==> src/rtl/sram_arbiter.sv <==
`default_nettype none
// ============================================================================
// Module      : sram_arbiter
// Description : Two-port fair arbiter driving an asynchronous byte-wide SRAM
//               through a setup / strobe / hold / done sequence.
// Revision    : 1.0 - initial release
// ============================================================================
module sram_arbiter #(
  parameter int RD_WAIT  = 1,
  parameter int WR_WIDTH = 1
) (
  input  logic        clk,
  input  logic        reset,
  input  logic        a_req,
  input  logic        a_we,
  input  logic [15:0] a_addr,
  input  logic [7:0]  a_wdata,
  output logic        a_ack,
  output logic [7:0]  a_rdata,
  input  logic        b_req,
  input  logic        b_we,
  input  logic [15:0] b_addr,
  input  logic [7:0]  b_wdata,
  output logic        b_ack,
  output logic [7:0]  b_rdata,
  output logic [15:0] sram_addr,
  output logic [7:0]  sram_dout,
  output logic        sram_dout_en,
  input  logic [7:0]  sram_din,
  output logic        sram_cs1_bar,
  output logic        sram_cs2,
  output logic        sram_we_bar,
  output logic        sram_oe_bar,
  output logic        busy
);

  localparam logic [2:0] c_IDLE    = 3'd0;
  localparam logic [2:0] c_SETUP   = 3'd1;
  localparam logic [2:0] c_RSTROBE = 3'd2;
  localparam logic [2:0] c_WSTROBE = 3'd3;
  localparam logic [2:0] c_WHOLD   = 3'd4;
  localparam logic [2:0] c_DONE    = 3'd5;

  localparam logic [2:0] c_RD_CNT = 3'(RD_WAIT);
  localparam logic [2:0] c_WR_CNT = 3'(WR_WIDTH - 1);

  logic [2:0]  r_state;
  logic [2:0]  r_cnt;
  logic        r_we;
  logic [15:0] r_addr;
  logic [7:0]  r_wdata;
  logic        r_sel_b;
  logic        r_last_b;
  logic [7:0]  r_a_rdata;
  logic [7:0]  r_b_rdata;

  logic [2:0]  w_next;
  logic        w_grant_b;
  logic        w_accept;

  // On contention B wins only when A was granted last.
  assign w_grant_b = b_req && (!a_req || !r_last_b);
  assign w_accept  = (r_state == c_IDLE) && (a_req || b_req);

  always_ff @(posedge clk) begin
    if (reset) begin
      r_state   <= c_IDLE;
      r_cnt     <= 3'd0;
      r_we      <= 1'b0;
      r_addr    <= 16'd0;
      r_wdata   <= 8'd0;
      r_sel_b   <= 1'b0;
      r_last_b  <= 1'b1;
      r_a_rdata <= 8'd0;
      r_b_rdata <= 8'd0;
    end else begin
      r_state <= w_next;
      if (w_next != r_state) begin
        if (w_next == c_RSTROBE)
          r_cnt <= c_RD_CNT;
        else if (w_next == c_WSTROBE)
          r_cnt <= c_WR_CNT;
        else
          r_cnt <= 3'd0;
      end else if (r_cnt != 3'd0) begin
        r_cnt <= r_cnt - 3'd1;
      end
      if (w_accept) begin
        r_sel_b  <= w_grant_b;
        r_last_b <= w_grant_b;
        r_we     <= w_grant_b ? b_we    : a_we;
        r_addr   <= w_grant_b ? b_addr  : a_addr;
        r_wdata  <= w_grant_b ? b_wdata : a_wdata;
      end
      if ((r_state == c_RSTROBE) && (r_cnt == 3'd0)) begin
        if (r_sel_b)
          r_b_rdata <= sram_din;
        else
          r_a_rdata <= sram_din;
      end
    end
  end

  always_comb begin
    w_next = r_state;
    case (r_state)
      c_IDLE:    if (a_req || b_req) w_next = c_SETUP;
      c_SETUP:   w_next = r_we ? c_WSTROBE : c_RSTROBE;
      c_RSTROBE: if (r_cnt == 3'd0) w_next = c_DONE;
      c_WSTROBE: if (r_cnt == 3'd0) w_next = c_WHOLD;
      c_WHOLD:   w_next = c_DONE;
      c_DONE:    w_next = c_IDLE;
      default:   w_next = c_IDLE;
    endcase
  end

  // Controls decode from the state register only, never from the request inputs.
  always_comb begin
    sram_cs1_bar = 1'b1;
    sram_cs2     = 1'b0;
    sram_we_bar  = 1'b1;
    sram_oe_bar  = 1'b1;
    sram_dout_en = 1'b0;
    a_ack        = 1'b0;
    b_ack        = 1'b0;
    busy         = (r_state != c_IDLE);
    case (r_state)
      c_SETUP: begin
        sram_cs1_bar = 1'b0;
        sram_cs2     = 1'b1;
        sram_dout_en = r_we;
      end
      c_RSTROBE: begin
        sram_cs1_bar = 1'b0;
        sram_cs2     = 1'b1;
        sram_oe_bar  = 1'b0;
      end
      c_WSTROBE: begin
        sram_cs1_bar = 1'b0;
        sram_cs2     = 1'b1;
        sram_we_bar  = 1'b0;
        sram_dout_en = 1'b1;
      end
      c_WHOLD: begin
        sram_cs1_bar = 1'b0;
        sram_cs2     = 1'b1;
        sram_dout_en = 1'b1;
      end
      c_DONE: begin
        a_ack = !r_sel_b;
        b_ack = r_sel_b;
      end
      default: ;
    endcase
  end

  assign sram_addr = r_addr;
  assign sram_dout = r_wdata;
  assign a_rdata   = r_a_rdata;
  assign b_rdata   = r_b_rdata;

endmodule
`default_nettype wire
==> config.mk <==
export PLATFORM = sky130hd
export DESIGN_NAME = sram_arbiter
export DESIGN_NICKNAME = d
export VERILOG_FILES = /design/src/rtl/sram_arbiter.sv
export SDC_FILE = /design/constraint.sdc
export NUM_CORES = 1
export LEC_CHECK = 0
export BUFFER_PORTS_ARGS = -buffer_cell sky130_fd_sc_hd__buf_2
export CORE_MARGIN = 2
export CORE_UTILIZATION = 25
export DETAILED_ROUTE_END_ITERATION = 10
export PLACE_DENSITY = 0.58
export SYNTH_ARGS = -nofsm -noshare
export SYNTH_HDL_FRONTEND = slang
export SYNTH_SLANG_ARGS = --single-unit
==> constraint.sdc <==
create_clock -name clk -period 2.45 [get_ports clk]
set_input_delay 0 -clock clk [delete_from_list [all_inputs] [get_ports clk]]
set_output_delay 0 -clock clk [all_outputs]
set_load 0.01 [all_outputs]
==> impl_metrics.csv <==
group,metric,value,unit
timing,fin_worst_skew,0.00533,ns
hold_path,min-delay-start,"b_addr[13]",
power,power_density,1180,nW/µm²
worst_setup_path,end_kind,"flop",
final_layout,area_growth,42.0,%
worst_setup_path,arrival,2.03,ns
timing,slew_headroom,0.404,
place,portBuffers,109,
logic_synthesis,ys_ff_latch,49,
route,drt-initial-drc-count,48,
final_layout,final_cells,459,
worst_setup_path,worstSetupPathType,"reg2reg",
place,placedInstanceArea,2700,µm²
final_layout,num-nets-final,417,
route,vias_per_cell,4.66,
final_layout,num_antenna_cells,0,
power,pwr-share-comb,0.464,
worst_setup_path,cp-start-kind,"flop",
logic_synthesis,syn_area,2050,µm²
route,drc,0,
power,p_clk_frac,0.172,
timing,fin_setup_tns,0,ns
worst_setup_path,crit_chain,"or3b_1 > nor3_4 > mux2i_1 > nor2_1",
power,switchingPower,1.40,mW
cts,cts_buffer_depth,2,
route,dr.pass1.iters,4,
global_route,grt_pass1_vias,1904,
hold_path,holdPathEnd,"sram_addr[13]",
power,switching_share,0.410,
place,placed_cells,442,
run_status,status,"completed",
worst_setup_path,crit_path_max_fanout,11,
worst_setup_path,path_buf_inv,0,
worst_setup_path,critPathRequiredTime,2.61,ns
logic_synthesis,yosysUniqueCellTypes,34,
route,wl_per_cell,12.4,µm
place,gp_congestion,0.731,
power,p_total,3.42,mW
hold_path,hold_path_depth,3,
power,ir_worst_vdd,406,µV
route,drt-total-wl,5670,µm
global_route,track_usage,0.124,
global_route,grt_max_degree,50,
hold_path,hp-class,"in2reg",
cts,cts_setup_buffers,0,
worst_setup_path,cp_slowest_cell,"or3b_1",
worst_setup_path,r2r-start,"r_state[2]",
final_layout,postLayoutCellArea,2910,µm²
logic_synthesis,synthesis.instances,241,
timing,setup_violations,0,
worst_setup_path,ff2ff_path_depth,4,
place,dpl.hpwl,4070,µm
cts,insertion_delay,0.30,ns
cts,clkSlewWorstSetupHoldPaths,0.09,ns
route,vias,2139,
floorplan,die_area,8930,µm²
logic_synthesis,syn-num-nets,305,
worst_setup_path,critical-path-max-stage-delay,0.51,ns
cts,cts.sinks,49,
timing,rsz0062_at_grt,"false",
cts,cts_tree,"built",
power,power_leakage,1.28,nW
cts,numCtsBuffers,5,
worst_setup_path,r2r_slack,0.58,ns
final_layout,drive_above_1_share,0.370,
route,ant_nets,0,
job,maxCapViolations,0,
timing,worstMarginPinSlew,0.895,ns
worst_setup_path,r2r-end,"b_rdata[6]",
timing,maxSlewViolCount,0,
cts,cts-htree-levels,2,
logic_synthesis,yosysSeqAreaShare,0.479,
timing,max_freq,534,MHz
floorplan,die_h,94.5,µm
place,dpl_worst_slack,0.600,ns
global_route,antenna_found_initial,0,
timing,worst_slack,0.576,ns
global_route,grt_pass1_wl,8860,µm
floorplan,core-area,8090,µm²
floorplan,rows,33,
cts,root_buffer,"clkbuf_8",
timing,post-route-period-util,0.765,
global_route,grt_overflow,0,
logic_synthesis,synth_warnings,0,
timing,fin_crit,1.87,ns
power,intPower,2.02,mW
floorplan,start_util,0.253,
floorplan,die_w,94.5,µm
logic_synthesis,avgSynthCellArea,8.50,µm²
timing,hold_viol,0,
worst_setup_path,crit_family,"simple AND/OR/NAND/NOR gates",
power,seqPwrFrac,0.364,
floorplan,ioPinCount,110,
[worst max-delay path by stage]
stage                       to       start  depth (start not counted)  slack [ns]
finish              b_rdata[6]  r_state[2]                          4        0.58
CTS                 b_rdata[4]  r_state[2]                          4        0.59
floorplan           b_rdata[0]  r_state[1]                          5        0.81
global placement    b_rdata[3]  r_state[2]                          4        0.66
global route        b_rdata[1]  r_state[2]                          4        0.46
detailed placement  b_rdata[4]  r_state[2]                          4        0.60
[cell type report]
class / count / area [µm²]
timing repair buffer: 124 / 681
multi-input combinational: 166 / 975
clock buffer: 5 / 68.8
tap: 105 / 131
inverter: 7 / 26.3
sequential: 49 / 981
clock inverter: 3 / 46.3
fill: 879 / 5180
[power by group through the flow]
stage / clock network (mW) / registers [mW] / logic (mW)
2_1_floorplan: 0 / 1.32 / 0.949
3_3_place_gp: 0 / 1.26 / 1.59
3_5_place_dp: 0 / 1.27 / 1.60
4_1_cts: 0.615 / 1.25 / 1.62
5_1_grt: 0.643 / 1.28 / 1.80
6_report: 0.588 / 1.25 / 1.59
[stage by stage]
step	hold slack (ns)	util
finish	0.0153	0.359
global route	0.00708	0.359
CTS	0.00112	0.359
detailed placement	0.264	0.334
global placement	0.258	0.334
floorplan	0.136	-
[layout by cell type, fill, tap and decap left out]
cell,Yosys,final
o22ai_1,25,25
nor2_1,38,38
a211oi_1,25,25
buf_2,3,109
nor2b_1,2,2
nand3_1,3,3
o211ai_1,1,1
clkinvlp_4,0,1
dfxtp_1,49,49
nand2_1,21,21
a2111oi_0,1,1
nor3_4,1,1
mux2i_1,9,9
nor3_1,7,6
o31a_1,1,1
bufinv_16,0,1
buf_4,0,6
a31oi_1,2,2
nor2_2,1,1
dlygate4sd3_1,0,9
nand4b_1,1,1
a21oi_1,14,14
clkbuf_8,0,5
and2_1,1,1
or2_2,1,1
inv_2,2,2
xnor2_1,1,1
clkinv_4,0,1
nand2b_1,1,1
or3_1,1,1
o32a_1,1,1
nor4_1,1,1
o21ai_0,2,2
o21ai_2,0,1
or3b_1,1,1
ha_1,2,2
inv_1,5,5
nor3_2,1,2
[state kept, by name, indices dropped and copies added, names as in the netlist]
name,count
b_rdata,8
r_we,1
r_last_b,1
sram_addr,16
r_state,3
r_cnt,3
a_rdata,8
sram_dout,8
r_sel_b,1
[routing by layer]
| metal | wire length (µm) | track usage | share of wire | up-vias |
|---|---|---|---|---|
| met1 | 2460 | 0.153 | 0.43 | 961 |
| met3 | 436 | 0.0319 | 0.077 | 7 |
| met4 | 75 | 0.0423 | 0.013 | 0 |
| li1 | - | - | - | 1094 |
| met5 | 0 | 0 | 0 | - |
| met2 | 2710 | 0.212 | 0.48 | 77 |
[kinds of logic after synthesis]
kind of cell    share of synthesized area
compound gates                      0.233
xor+xnor                          0.00428
fa+ha+maj                          0.0122
buf+inv                            0.0495
flops                               0.479
mux                                0.0440
simple gates                        0.178
[cells in the mapped netlist, drive strengths merged]
| master | n | share of area |
|---|---|---|
| mux2i | 9 | 0.044 |
| nor2 | 39 | 0.073 |
| or3b | 1 | 0.0043 |
| nand2 | 21 | 0.038 |
| o21ai | 3 | 0.0073 |
| nand3 | 3 | 0.0073 |
| inv | 7 | 0.013 |
| ha | 2 | 0.012 |
| dfxtp | 49 | 0.48 |
| or3 | 1 | 0.0031 |
| nand2b | 1 | 0.0031 |
| xnor2 | 1 | 0.0043 |
| buf | 4 | 0.0092 |
| nor4 | 1 | 0.0031 |
| or2 | 1 | 0.0031 |
| clkbuf | 15 | 0.027 |
| a211oi | 25 | 0.092 |
| o211ai | 1 | 0.0037 |
| nand4b | 1 | 0.0043 |
| o32a | 1 | 0.0049 |
| nor2b | 2 | 0.0061 |
| and2 | 1 | 0.0031 |
| a21oi | 14 | 0.034 |
| nor3 | 9 | 0.030 |
| o31a | 1 | 0.0043 |
| a31oi | 2 | 0.0061 |
| o22ai | 25 | 0.076 |
| a2111oi | 1 | 0.0043 |
[worst reg2reg max path, cell delays in order, from the launching register on]
cell and delay [ns]:
dfxtp_1 0.43, or3b_1 0.51, nor3_4 0.48, mux2i_1 0.25, nor2_1 0.06
[what timing repair did]
action,in CTS,in global routing
hold buffers,9,0
gates resized for setup,0,0
hold endpoints to repair,17,0
Note: power is estimated with default switching activity, not from simulation.
